File: src/rtl/profile_ci_reader.sv
// Custom-instruction event-counter block: start/stop/clear counters and read
// them (or their sticky overflow flags) back over a two-cycle CI handshake.
module profile_ci_reader #(
    parameter logic [7:0] CUSTOM_ID      = 8'd12,
    parameter int         NR_OF_COUNTERS = 4,
    parameter int         WIDTH          = 32
) (
    input  logic                      clock,
    input  logic                      nReset,
    input  logic                      ciStart,
    input  logic                      ciCke,
    input  logic [7:0]                ciN,
    input  logic [31:0]               ciValueA,
    input  logic [31:0]               ciValueB,
    input  logic [NR_OF_COUNTERS-1:0] eventIn,
    output logic                      ciDone,
    output logic [31:0]               ciResult
);

    localparam int NR = NR_OF_COUNTERS;

    typedef enum logic {
        IDLE,
        RESPOND
    } state_t;

    state_t                  state_q, state_d;
    logic [NR-1:0][WIDTH-1:0] cnt_q, cnt_d;
    logic [NR-1:0]           en_q, en_d;
    logic [NR-1:0]           ovf_q, ovf_d;
    logic                    done_q, done_d;
    logic [31:0]             result_q, result_d;

    logic                    accept;
    logic [NR-1:0]           start_m;
    logic [NR-1:0]           stop_m;
    logic [NR-1:0]           clear_m;
    logic [31:0]             snapshot;
    logic                    unused_bits;

    assign accept  = ciStart & ciCke & (ciN == CUSTOM_ID);
    assign start_m = ciValueB[NR-1:0];
    assign stop_m  = ciValueB[2*NR-1:NR];
    assign clear_m = ciValueB[3*NR-1:2*NR];

    // Only parts of the operand words carry meaning.
    assign unused_bits = ^{ciValueA, ciValueB};

    // Read data from pre-update state; out-of-range index reads zero.
    always_comb begin
        snapshot = '0;
        if (ciValueA[31]) begin
            snapshot[NR-1:0] = ovf_q;
        end else begin
            for (int i = 0; i < NR; i++) begin
                if (ciValueA[3:0] == 4'(i)) begin
                    snapshot[WIDTH-1:0] = cnt_q[i];
                end
            end
        end
    end

    // Counter, enable and overflow next state; clear beats stop beats start.
    always_comb begin
        cnt_d = cnt_q;
        en_d  = en_q;
        ovf_d = ovf_q;
        if (ciCke) begin
            for (int i = 0; i < NR; i++) begin
                if (accept && clear_m[i]) begin
                    cnt_d[i] = '0;
                    ovf_d[i] = 1'b0;
                end else begin
                    if (en_q[i] && eventIn[i]) begin
                        cnt_d[i] = cnt_q[i] + WIDTH'(1);
                        if (&cnt_q[i]) begin
                            ovf_d[i] = 1'b1;
                        end
                    end
                    if (accept && stop_m[i]) begin
                        en_d[i] = 1'b0;
                    end else if (accept && start_m[i]) begin
                        en_d[i] = 1'b1;
                    end
                end
            end
        end
    end

    // Handshake FSM next state: respond one enabled cycle after accept.
    always_comb begin
        state_d  = state_q;
        done_d   = done_q;
        result_d = result_q;
        if (ciCke) begin
            if (accept) begin
                state_d  = RESPOND;
                done_d   = 1'b1;
                result_d = snapshot;
            end else begin
                state_d  = IDLE;
                done_d   = 1'b0;
                result_d = '0;
            end
        end
    end

    // All state registers with asynchronous clear.
    always_ff @(posedge clock or negedge nReset) begin
        if (!nReset) begin
            state_q  <= IDLE;
            cnt_q    <= '0;
            en_q     <= '0;
            ovf_q    <= '0;
            done_q   <= 1'b0;
            result_q <= '0;
        end else begin
            state_q  <= state_d;
            cnt_q    <= cnt_d;
            en_q     <= en_d;
            ovf_q    <= ovf_d;
            done_q   <= done_d;
            result_q <= result_d;
        end
    end

    assign ciDone   = done_q;
    assign ciResult = result_q;

endmodule
File: config.mk
export PLATFORM = sky130hd
export DESIGN_NAME = profile_ci_reader
export DESIGN_NICKNAME = d
export VERILOG_FILES = /design/src/rtl/profile_ci_reader.sv
export SDC_FILE = /design/constraint.sdc
export NUM_CORES = 1
export LEC_CHECK = 0
export CORE_MARGIN = 5
export CORE_UTILIZATION = 46
export DETAILED_ROUTE_END_ITERATION = 16
export PLACE_DENSITY = 0.74
export SLEW_MARGIN = 20
export SYNTH_ARGS = -nofsm -noshare
export SYNTH_HDL_FRONTEND = slang
export SYNTH_SLANG_ARGS = --single-unit
export TNS_END_PERCENT = 10
File: constraint.sdc
create_clock -name clock -period 1.9 [get_ports clock]
set_input_delay 0.38 -clock clock [delete_from_list [all_inputs] [get_ports clock]]
set_output_delay 0.38 -clock clock [all_outputs]
set_load 0.005 [all_outputs]
# After elaboration in Yosys (flattened, before gate mapping)
# Index checks and enable logic that the tools add are counted.
# classes
shifts,0
bitwise,6
n_mul,0
mux,36
div_mod_pow,0
n_addsub,4
n_eq_ne,4
n_reduce_logical,45
n_lt_le_gt_ge,0
# ops
op,count
$mux 32,13
$add 32x1->32 const B,4
$reduce_and 32->1,4
$mux 28,1
$reduce_and 3->1,8
$reduce_bool 2->1,12
$mux 1,21
$logic_and 1x1->1,16
$eq 4x2->1 const B,2
$eq 8x4->1 const B,1
$reduce_and 2->1,4
$eq 4x1->1 const B,1
$logic_not 4->1,1
$mux 4,1
$not 1->1,4
$and 1x1->1,2
# word_totals
memories,0
latchBits,0
inputBits,80
romBits,0
ram_bits,0
reg_bits,169

# Depth between registers and ports, before layout
# logic_depth
depth_word,7
depth_mapped,7
ltp_nobuf,6

# Worst setup path before layout
# No wires, ideal clock.
# synth_timing
path_kind,reg2reg
start,register cnt_q[32] (netlist name)
end,register cnt_q[60] (netlist name)
required_time_ns,1.766
path_slack_ns,-0.046
n_path_buf,0
t_arrival_ns,1.812
setup_ns,0.134
synth_period_minus_slack_ns,1.946
stages_incl_launch_ff,7
cell_sequence,dfrtp_1 > ha_1 > nand4_1 > or4_4 > a2111oi_1 > xnor2_1 > nor2_1
# synth_via
elab_chain_cells,3
# synth_lines
item,line,text
start: declaration,28,"logic [NR-1:0][WIDTH-1:0] cnt_q, cnt_d;"
start signal: assignment,119,cnt_q <= cnt_d;
$add 32x1->32,75,cnt_d[i] = cnt_q[i] + WIDTH'(1);
$mux 32,74,if (en_q[i] && eventIn[i]) begin
$mux 32,70,if (accept && clear_m[i]) begin
# No other way between the ends. The select of a mux whose other input is x is not followed.
# A chain may end at the register's enable or synchronous reset.

# Final worst setup path
# layout_timing
start,register cnt_q[0] (netlist name)
end,register cnt_q[14] (netlist name)
# The elaborated chain is that of the path after synthesis.

==> results.py <==
metrics = {
    "clock_network": {
        "cts.sink_count": 169,
        "numCtsBuffers": 17,
        "clkLatencyLatePin_ns": 0.43,
        "max-clock-path-buffers": 2,
        "clk_pin_slew_ns": 0.07,
        "tritoncts": "built",
        "clock-root-buffer": "sky130_fd_sc_hd__clkbuf_16",
        "clock_tree.htree_level_count": 4,
    },
    "setup_path": {
        "worst_setup_path_startpoint": "cnt_q[0]$_DFFE_PN0P_",
        "timing.critical_path.to": "cnt_q[14]$_DFFE_PN0P_",
        "r2r-end": "cnt_q[14]$_DFFE_PN0P_",
        "critPathCaptureType": "register",
        "crit_type": "reg -> reg",
        "arrival_time_reported_for_the_critical_path_endpoint_ns": 2.24,
        "worst_reg2reg_path_startpoint": "cnt_q[0]$_DFFE_PN0P_",
        "critical_path_required_ns": 2.25,
        "worst-path-max-fanout": 7,
        "reg2reg_setup_slack_ns": 0.01,
        "critPathLaunchType": "register",
        "rr_worst_depth": 7,
    },
    "sta": {
        "setup_tns_ns": 0,
        "grt_setup_unrepaired": "true",
        "clock_skew_ns": 0.01126,
        "max_clock_freq_mhz": 529.1,
        "final.period_utilization": 0.9947,
        "report.final.slew_viol_count": 0,
        "timing.final.setup_violations": 0,
        "max_slew.worst_pin.slew_ns": 0.5905,
        "final-hold-violation-count": 0,
        "timing.slew.headroom": 0.6047,
        "final.min_clock_period_ns": 1.890,
    },
    "cells_and_area": {
        "diodes": 0,
        "post_route_cells_drive_above_1_share": 0.1633,
        "layout-area-overhead-vs-synth_pct": 29.52,
        "final_area_um2": 11470,
        "final_core_util": 0.6090,
        "fin_nets": 1161,
        "finalNonFillerCells": 1350,
    },
    "outcome": {
        "run_status": "complete, no violations",
    },
    "yosys": {
        "part_of_the_yosys_area_used_for_sequential_elements": 0.4776,
        "count_of_flip_flops_with_a_built_in_enable_after_synthesis": 0,
        "synthDominantCellAreaShare": 0.4776,
        "yosysWarningCount": 0,
        "yosys_most_used_dff": "sky130_fd_sc_hd__dfrtp_1",
        "syn_area_per_cell_um2": 9.450,
        "yosys.cell_types.count": 40,
        "synthTopCellsByArea": "sky130_fd_sc_hd__dfrtp_1, sky130_fd_sc_hd__xor2_1, sky130_fd_sc_hd__nor2_1, sky130_fd_sc_hd__mux2i_1, sky130_fd_sc_hd__xnor2_1",
        "synth.cell_area_um2": 8855,
        "synthCells": 937,
        "synth_top_area_cell": "sky130_fd_sc_hd__dfrtp_1",
        "synthesis.nets": 1021,
        "synth.ff_latch_count": 169,
        "postSynth.asyncResetShare": 1.000,
    },
    "placed_design": {
        "globalplace.congestion": 0.9336,
        "numPlacedInstances": 1306,
        "placement.io_buffers": 65,
        "placed_cell_area_um2": 10530,
        "dp_hpwl_mm": 17.16,
    },
    "power": {
        "leakagePower_nw": 5.058,
        "power_switching_share": 0.2085,
        "internal-power_mw": 6.034,
        "power-per-cell-area_nw_per_um2": 664.7,
        "power.share.sequential": 0.476,
        "clock_power_share": 0.479,
        "ir_drop_mv": 0.5363,
        "p_switching_mw": 1.589,
        "comb_power_share": 0.045,
    },
    "drt": {
        "met3_length_mm": 1.604,
        "total_length_of_routed_met2_wires_mm": 12.43,
        "vias": 7683,
        "drtIter0Drc": 619,
        "via_per_inst": 5.691,
        "route.top_layer_used": "met4",
        "ant_nets": 0,
        "route.detailed.drc": 0,
        "routedWlPerCell_um": 18.38,
        "wirelength_mm": 24.81,
        "number_of_detailed_routing_iterations_run_before_antenna_repair": 5,
        "detail_route.wirelength.met1_mm": 10.32,
    },
    "hold_path": {
        "worst_hold_path_type": "in -> async",
    },
    "floorplan": {
        "floorplan.die.height_um": 148.7,
        "core_region_area_um2": 18830,
        "fp.dieArea_um2": 22120,
        "start_util": 0.4702,
        "chipWidth_um": 148.7,
        "rows": 50,
        "io_pins": 113,
    },
    "global_routing": {
        "pin_count_of_the_biggest_net_entering_global_routing": 79,
        "via_count_of_the_first_global_routing_pass": 7492,
        "grt_overflow": 0,
        "antenna_found_initial": 0,
        "track_usage": 0.2261,
        "global_route_wire_length_before_repair_mm": 39.99,
    },
    "flow_run": {
        "maxCapViolCount": 0,
    },
}
-- placed cells by master (no fill, tap or decap), types with 11 or more instances in the layout --
cell	count
sky130_fd_sc_hd__mux2i_1	36
sky130_fd_sc_hd__and3_1	28
sky130_fd_sc_hd__nor2_1	170
sky130_fd_sc_hd__clkbuf_16	17
sky130_fd_sc_hd__a21oi_1	13
sky130_fd_sc_hd__inv_1	45
sky130_fd_sc_hd__nand4_1	47
sky130_fd_sc_hd__buf_4	87
sky130_fd_sc_hd__xnor2_1	39
sky130_fd_sc_hd__o22ai_1	32
sky130_fd_sc_hd__nand2_1	47
sky130_fd_sc_hd__clkdlybuf4s50_1	62
sky130_fd_sc_hd__a221oi_1	30
sky130_fd_sc_hd__nor3_1	11
sky130_fd_sc_hd__and4_1	12
sky130_fd_sc_hd__nand3_1	44
sky130_fd_sc_hd__dfrtp_1	168
sky130_fd_sc_hd__buf_12	12
sky130_fd_sc_hd__xor2_1	80
-- cell families after synthesis --
| family | Yosys count | share of synthesized area |
|---|---|---|
| DFF | 169 | 0.4776 |
| AOI/OAI and AO/OA | 101 | 0.08365 |
| buffers and inverters | 95 | 0.04069 |
| and+or+nand+nor | 412 | 0.2330 |
| xor gates and xnor gates | 120 | 0.1187 |
| muxes | 36 | 0.04070 |
| adders and majority gates | 4 | 0.005652 |
-- sequential cells by signal, indices dropped and copies added, names as in the netlist --
register  cells
ciResult     32
cnt_q       128
ovf_q         4
ciDone        1
en_q          4
-- worst min-delay path by stage --
stage | startpoint | endpoint | slack (ns)
finish | nReset | cnt_q[32]$_DFFE_PN0P_ | 0.41
global route | nReset | cnt_q[32]$_DFFE_PN0P_ | 0.43
CTS | nReset | cnt_q[34]$_DFFE_PN0P_ | 0.42
detailed placement | nReset | cnt_q[32]$_DFFE_PN0P_ | 0.29
global placement | nReset | ciResult[1]$_DFFE_PN0P_ | 0.29
floorplan | nReset | ciDone$_DFFE_PN0P_ | 0.08
-- per-layer routing --
metal	up-vias	global-route usage
met3	50	0.05257
met2	266	0.3815
met1	3793	0.2959
met4	0	0.05767
met5	-	0
li1	3574	-
-- critical path: stages (launching register included) --
cell and delay, ns:
sky130_fd_sc_hd__dfrtp_1 0.42, sky130_fd_sc_hd__ha_1 0.19, sky130_fd_sc_hd__nand4_1 0.17, sky130_fd_sc_hd__nor4_4 0.44, sky130_fd_sc_hd__buf_6 0.21, sky130_fd_sc_hd__nand3_2 0.10, sky130_fd_sc_hd__xor2_2 0.17, sky130_fd_sc_hd__nor2_1 0.11
-- synthesized netlist by cell type, types with 2 or more instances --
cell                          n
sky130_fd_sc_hd__clkbuf_1    47
sky130_fd_sc_hd__or3_1        6
sky130_fd_sc_hd__xor2_1      81
sky130_fd_sc_hd__nand4_2      3
sky130_fd_sc_hd__nand2_1     47
sky130_fd_sc_hd__inv_1       45
sky130_fd_sc_hd__or4_1        2
sky130_fd_sc_hd__and2_1       8
sky130_fd_sc_hd__buf_2        3
sky130_fd_sc_hd__a41oi_1      2
sky130_fd_sc_hd__nor3_1      12
sky130_fd_sc_hd__a21oi_1     13
sky130_fd_sc_hd__o22ai_1     32
sky130_fd_sc_hd__and3_1      28
sky130_fd_sc_hd__o21ai_0      9
sky130_fd_sc_hd__nor2_1     171
sky130_fd_sc_hd__nand3_1     48
sky130_fd_sc_hd__a2111oi_0    2
sky130_fd_sc_hd__nand4_1     47
sky130_fd_sc_hd__ha_1         4
sky130_fd_sc_hd__nor2_2       3
sky130_fd_sc_hd__or4_4        2
sky130_fd_sc_hd__a221oi_1    30
sky130_fd_sc_hd__and4_1      14
sky130_fd_sc_hd__dfrtp_1    169
sky130_fd_sc_hd__nor4_1      14
sky130_fd_sc_hd__a22oi_1      2
sky130_fd_sc_hd__mux2i_1     36
sky130_fd_sc_hd__xnor2_1     39
sky130_fd_sc_hd__nor4_2       2
sky130_fd_sc_hd__a2111oi_2    3
sky130_fd_sc_hd__a2111oi_1    5
-- power groups by stage --
| stage | clock (mW) | sequential (mW) | combinational, mW |
|---|---|---|---|
| floorplan | 0 | 3.69 | 0.0930 |
| global placement | 0 | 3.69 | 0.313 |
| detailed placement | 0 | 3.69 | 0.322 |
| finish | 3.65 | 3.63 | 0.343 |
| CTS | 3.68 | 3.63 | 0.326 |
| global route | 3.85 | 3.63 | 0.376 |
-- metrics by stage --
stage	power (mW)	hold slack, ns	worst slack (ns)
2_1_floorplan	3.784	0.08441	-0.04607
3_3_place_gp	4.005	0.2884	-1.037
3_5_place_dp	4.014	0.2866	-0.5375
4_1_cts	7.636	0.4216	-0.03664
5_1_grt	7.847	0.4330	-0.06353
6_report	7.623	0.4125	0.01011
-- timing repair --
action / 4_1_cts / 5_1_grt
hold buffers: 1 / 0
pin swaps: 4 / 13
gates resized for setup: 24 / 21
hold endpoints to repair: 28 / 0
setup buffers: 1 / 8
setup endpoints to repair: 37 / 45
gates cloned: 2 / 0
-- layout make-up --
type                            count  area (um^2)
Clock buffer                       24        471.7
Clock inverter                      8        142.6
Fill cell                        1502         7362
Sequential cell                   169         4230
Timing Repair Buffer              171         1624
Tap cell                          260        325.3
Multi-Input combinational cell    673         4506
Inverter                           45        168.9
No activity file was read; power rests on OpenSTA's default activity.
